==> config.mk <==
export PLATFORM = sky130hd
export DESIGN_NAME = ram_arbiter
export DESIGN_NICKNAME = d
export VERILOG_FILES = /design/src/rtl/ram_ctrl_pkg.sv /design/src/rtl/ram_byte_merge.sv /design/src/rtl/ram_arbiter.sv
export SDC_FILE = /design/constraint.sdc
export NUM_CORES = 1
export LEC_CHECK = 0
export CORE_MARGIN = 3
export CORE_UTILIZATION = 25
export CTS_BUF_LIST = sky130_fd_sc_hd__clkbuf_8
export DETAILED_ROUTE_END_ITERATION = 16
export PLACE_DENSITY = 0.9
export RECOVER_POWER = 50
export SETUP_SLACK_MARGIN = 0.1
export SLEW_MARGIN = 20
export SYNTH_ARGS = -nofsm -noshare
export SYNTH_HDL_FRONTEND = slang
export SYNTH_SLANG_ARGS = --single-unit
==> constraint.sdc <==
create_clock -name clk -period 2.4 [get_ports clk]
set_input_delay 0.6 -clock clk [delete_from_list [all_inputs] [get_ports clk]]
set_output_delay 0.6 -clock clk [all_outputs]
set_load 0.01 [all_outputs]
==> src/rtl/ram_ctrl_pkg.sv <==
// ram_ctrl_pkg -- shared types and constants for the RAM arbiter and its helpers.
// Revision: 1.0
`default_nettype none

package ram_ctrl_pkg;

  localparam int DATA_W_DEF = 32;
  localparam int BE_W       = DATA_W_DEF / 8;
  localparam logic [BE_W-1:0] BE_FULL = {BE_W{1'b1}};

  typedef enum logic [1:0] {
    IDLE  = 2'd0,
    ACK   = 2'd1,
    MERGE = 2'd2
  } state_e;

  typedef enum logic {
    GNT_I = 1'b0,
    GNT_D = 1'b1
  } owner_e;

endpackage

`default_nettype wire

==> src/rtl/ram_byte_merge.sv <==
// ram_byte_merge -- per-lane select between an old word and a new word by byte enable.
// Revision: 1.0
`default_nettype none

module ram_byte_merge
  import ram_ctrl_pkg::*;
#(
  parameter int DATA_W = 32
) (
  input  logic [DATA_W-1:0]   i_old,
  input  logic [DATA_W-1:0]   i_new,
  input  logic [DATA_W/8-1:0] i_be,
  output logic [DATA_W-1:0]   o_merged
);

  for (genvar k = 0; k < DATA_W / 8; k++) begin : g_lane
    assign o_merged[8*k +: 8] = i_be[k] ? i_new[8*k +: 8] : i_old[8*k +: 8];
  end

endmodule

`default_nettype wire

==> src/rtl/ram_arbiter.sv <==
// ram_arbiter -- arbitrates fetch and load/store onto a single-port word RAM,
// with read-modify-write for partial stores. Revision: 1.0
`default_nettype none

module ram_arbiter
  import ram_ctrl_pkg::*;
#(
  parameter int ADDR_W         = 16,
  parameter int DATA_W         = 32,
  parameter int MAX_DATA_BURST = 2
) (
  input  logic                clk,
  input  logic                rst_n,
  input  logic                i_req,
  input  logic [ADDR_W-1:0]   i_addr,
  output logic                i_ack,
  output logic [DATA_W-1:0]   i_rdata,
  input  logic                d_req,
  input  logic                d_we,
  input  logic [DATA_W/8-1:0] d_be,
  input  logic [ADDR_W-1:0]   d_addr,
  input  logic [DATA_W-1:0]   d_wdata,
  output logic                d_ack,
  output logic [DATA_W-1:0]   d_rdata,
  output logic                ram_we,
  output logic [ADDR_W-1:0]   ram_addr,
  output logic [DATA_W-1:0]   ram_wdata,
  input  logic [DATA_W-1:0]   ram_rdata
);

  localparam int CNT_W = $clog2(MAX_DATA_BURST + 1);
  localparam logic [CNT_W-1:0] C_BURST_MAX = CNT_W'(MAX_DATA_BURST);

  state_e           state_q, state_d;
  owner_e           owner_q, owner_d;
  logic [CNT_W-1:0] burst_cnt_q, burst_cnt_d;

  logic              w_grant_i;
  logic              w_grant_d;
  logic              w_be_full;
  logic              w_be_none;
  logic [DATA_W-1:0] w_merged;

  ram_byte_merge #(
    .DATA_W (DATA_W)
  ) u_merge (
    .i_old    (ram_rdata),
    .i_new    (d_wdata),
    .i_be     (d_be),
    .o_merged (w_merged)
  );

  always_comb begin
    w_be_full   = &d_be;
    w_be_none   = ~|d_be;
    // Grants are qualified by rst_n so the RAM port stays quiet while reset is held.
    w_grant_i   = rst_n && i_req && (!d_req || (burst_cnt_q == C_BURST_MAX));
    w_grant_d   = rst_n && d_req && !w_grant_i;
    state_d     = state_q;
    owner_d     = owner_q;
    burst_cnt_d = burst_cnt_q;
    ram_we      = 1'b0;
    ram_addr    = '0;
    ram_wdata   = '0;

    case (state_q)
      IDLE: begin
        if (!i_req) burst_cnt_d = '0;
        if (w_grant_i) begin
          ram_addr    = i_addr;
          owner_d     = GNT_I;
          burst_cnt_d = '0;
          state_d     = ACK;
        end else if (w_grant_d) begin
          ram_addr = d_addr;
          owner_d  = GNT_D;
          if (i_req && (burst_cnt_q != C_BURST_MAX)) burst_cnt_d = burst_cnt_q + 1'b1;
          if (d_we && !w_be_full && !w_be_none) begin
            state_d = MERGE;
          end else begin
            state_d = ACK;
            if (d_we && w_be_full) begin
              ram_we    = 1'b1;
              ram_wdata = d_wdata;
            end
          end
        end
      end
      MERGE: begin
        // ram_rdata holds the word read in the grant cycle.
        ram_we    = 1'b1;
        ram_addr  = d_addr;
        ram_wdata = w_merged;
        state_d   = ACK;
      end
      ACK: begin
        state_d = IDLE;
      end
      default: begin
        state_d = IDLE;
      end
    endcase
  end

  always_ff @(posedge clk or negedge rst_n) begin
    if (!rst_n) begin
      state_q     <= IDLE;
      owner_q     <= GNT_I;
      burst_cnt_q <= '0;
    end else begin
      state_q     <= state_d;
      owner_q     <= owner_d;
      burst_cnt_q <= burst_cnt_d;
    end
  end

  assign i_ack   = (state_q == ACK) && (owner_q == GNT_I);
  assign d_ack   = (state_q == ACK) && (owner_q == GNT_D);
  assign i_rdata = i_ack ? ram_rdata : '0;
  assign d_rdata = d_ack ? ram_rdata : '0;

endmodule

`default_nettype wire

==> impl_results.md <==
* Number of unique standard cell types used by synthesis at 33
* Clock slew seen by the registers of the worst setup and hold paths at 0.04 ns
* Global-route usage over all layers at 25.8%
* Critical path buffer and inverter count at 4
* Net count of the mapped netlist at 339
* Vias per cell at 5.17
* Number of enable flip-flop cells after synthesis at 0
* Violations in the final reports: setup timing
* Number of clock sinks at 5
* Category of cells accounting for the largest share of critical-path delay: buffers and inverters
* Synth Warn # at 0
* Setup repair after global routing missed its margin: true
* Most frequent cell on the critical path: sky130_fd_sc_hd__buf_12
* Area occupied by registers at 126 µm²
* Remaining antenna violation count at 0
* Met3 global-route usage at 7.00%
* Run status: complete, but fails checks
* CP arrival at 1.95 ns
* Fraction of registers with async set or reset after synthesis at 100%
* Largest net degree at the start of global routing at 21
* Multi-input gate area in the final layout at 0.00175 mm²
* Antenna violations before repair at 0
* DRT iter0 DRCs at 74
* Leakage power at 2.27 nW
* Final layout net count at 611
* Fraction of final layout cells sized beyond drive strength 1 at 40.9%
* CORE AREA at 0.00639 mm²
* Utilization after layout at 71.9%
* Required time at the worst-slack endpoint at 1.80 ns
* Final weighted congestion in routability-driven placement at 0.876
* Number of pins with negative max-slew slack in the final report at 0
* Maximum fanout along the worst path at 7
* Non-Filler Cell Area, Final at 0.00459 mm²
* Instance count after placement with tap cells included at 554
* FF+latch count, synth at 5
* Cts bufs inserted at 3
* Slowest stage cell on the critical path: sky130_fd_sc_hd__dfrtp_1
* Area contributors post-synth: sky130_fd_sc_hd__and2_1, sky130_fd_sc_hd__mux2i_1, sky130_fd_sc_hd__o22ai_1, sky130_fd_sc_hd__a22o_1, sky130_fd_sc_hd__dfrtp_1
* Floorplan die width at 87.4 µm
* Cell chain of the critical path: inv_2 > ha_4 > and2b_2 > o2111ai_4 > buf_12 > buf_12 > o22ai_1 > clkbuf_2
* Global Route met1 Usage at 26.3%
* Total vias in the final route at 3002
* Most repeated cell in the gate-level netlist after synthesis: sky130_fd_sc_hd__and2_1
* PortBufs at 219
* Total cell area at the placement stage at 0.00421 mm²
* Die Y at 87.4 µm
* Root buf cell: sky130_fd_sc_hd__clkbuf_8
* PwrDens at 268 mW/mm²
* Syn-to-layout area delta at 177%
* Initial core utilization at 25.9%
* Leading area contributor after synthesis: sky130_fd_sc_hd__and2_1
* Count of standard-cell rows at 29
* Largest vdd supply drop at 174 µV
* TritonCTS clock tree: yes
* Sequential-to-total area share from yosys stat at 7.55%
* Grt total ovfl at 0
* Area of the mapped netlist at 0.00166 mm²
* Dominant synthesized flop cell: sky130_fd_sc_hd__dfrtp_1
* Met2 usage in global routing at 50.0%
* Period utilization at 106%
* Wire length of the first global-routing pass at 15.8 mm
* Via count of the first global-routing pass at 3124
* Routing layer with the top usage in global route: met2
* Count of final hold-check violations at 0
* Post-synth top area share at 24.5%
* Pwr Total at 1.23 mW
* Htree depth at 1
* Ant diodes at 0
* Max frequency at 392 MHz
* Final setup margin at -0.149 ns
* Final cell count without fillers at 581
* Kind of launch point of the worst setup path: flip-flop
* Transition time at the pin with the least slew margin at 0.523 ns
* Type of destination of the critical path: primary output
* Startpoint of the most critical hold path: owner_q
* I/O pins at 220
* Min Tclk post-route at 2.55 ns
* Setup-failing EPs final at 35
* Delay of the slowest cell on the worst path at 0.39 ns
* Average routed wire per standard cell at 19.2 µm
* Synthesized area per cell at 7.11 µm²
* Post-synthesis instance total at 233
* Floorplan die area at 0.00764 mm²
* Clock tree buffer depth at 2
* Number of iterations in the first detailed-routing pass at 4
* Setup crit start: burst_cnt_q[0]
* Number of design rule violations left after detail routing at 0
* Maximum Capacitance Violations at 0
* Worst rel slew slack at 65.1%
* Fill cell total of the finished layout at 472
* Half-perimeter wire length after detailed placement at 7.94 mm
* Type of the worst setup path: reg2out
* Worst-Skew Late Latency at 0.23 ns
* Worst flop-to-flop path startpoint: burst_cnt_q[1]
* Most numerous cell types in the synthesized netlist: sky130_fd_sc_hd__and2_1, sky130_fd_sc_hd__nand2_1, sky130_fd_sc_hd__mux2i_1, sky130_fd_sc_hd__o22ai_1, sky130_fd_sc_hd__a22o_1
* Clock tree skew after final layout at 0.00339 ns
* Min-Delay Path Class: reg2reg
* Sum of routed wire length over all layers at 11.2 mm
## logic make-up after synthesis
| family | share of synthesized area, % |
|---|---|
| buffers and inverters | 8.16 |
| DFF | 7.55 |
| and+or+nand+nor | 39.6 |
| adders and majority gates | 0.755 |
| AOI/OAI and AO/OA | 27.6 |
| muxes | 16.3 |
## cell type report
type | instances | area share (%)
clock buffers | 3 | 0.899
flip-flops and latches | 5 | 2.75
repair buffers | 290 | 55.8
multi-input cells | 202 | 38.1
well taps | 77 | 2.10
inverters | 3 | 0.245
clock inverters | 1 | 0.0817
## worst paths after layout
| kind | end | slack, ns | depth (start not counted) |
|---|---|---|---|
| worst max-delay path | ram_wdata[21] | -0.15 | 8 |
| worst min-delay path | owner_q | 0.59 | 2 |
| worst max register to register | state_q[1] | 0.39 | 8 |
| worst min register to register | owner_q | 0.59 | 2 |
| max in group asynchronous | state_q[1] | 1.24 | 3 |
| min in group asynchronous | owner_q | 0.78 | 3 |
## layout by cell type (no fill, tap or decap), types with 14 or more instances in the layout
cell / n
sky130_fd_sc_hd__and2_1: 64
sky130_fd_sc_hd__buf_4: 44
sky130_fd_sc_hd__dlygate4sd2_1: 34
sky130_fd_sc_hd__mux2i_1: 27
sky130_fd_sc_hd__clkbuf_2: 29
sky130_fd_sc_hd__clkdlybuf4s50_1: 97
sky130_fd_sc_hd__buf_6: 29
sky130_fd_sc_hd__nand2_1: 29
sky130_fd_sc_hd__a22o_1: 18
sky130_fd_sc_hd__o22ai_2: 14
sky130_fd_sc_hd__buf_2: 38
## layer usage
layer / part of all wire [%] / vias to the layer above
met2: 52 / 196
met3: 9.4 / 41
met1: 35 / 1375
li1: - / 1390
met5: 0 / -
met4: 3.8 / 0
## through the flow
step | hold slack (ns) | setup WS [ns] | TNS (ns)
2_1_floorplan | 0.304 | 0.115 | 0
3_3_place_gp | 0.488 | -0.794 | -34.89
3_5_place_dp | 0.544 | -0.806 | -35.34
4_1_cts | 0.519 | -0.117 | -1.67
5_1_grt | 0.632 | -0.215 | -5.40
6_report | 0.588 | -0.149 | -3.82
## timing repair
item,4_1_cts,5_1_grt
hold buffers,0,0
resized for setup,327,119
endpoints found under the setup margin,115,74
gates cloned,5,3
pin swaps,17,8
buffers inserted,9,8
## state kept, by name, summed over array words and instances, names as in the netlist
register / count
burst_cnt_q: 2
owner_q: 1
state_q: 2
## where the power goes
part	internal (mW)	total [mW]	switching [mW]	leakage [nW]
registers	0.0954	0.111	0.0161	0.0637
logic	0.520	0.949	0.429	2.18
clock network	0.111	0.169	0.0579	0.0269
## tightest hold or removal path: cells and delay by family (launching register included)
family	cells	cell delay [ns]
AND/OR/NAND/NOR	2	0.12
flip-flops	1	0.43
(Power assumes the default switching activity.)
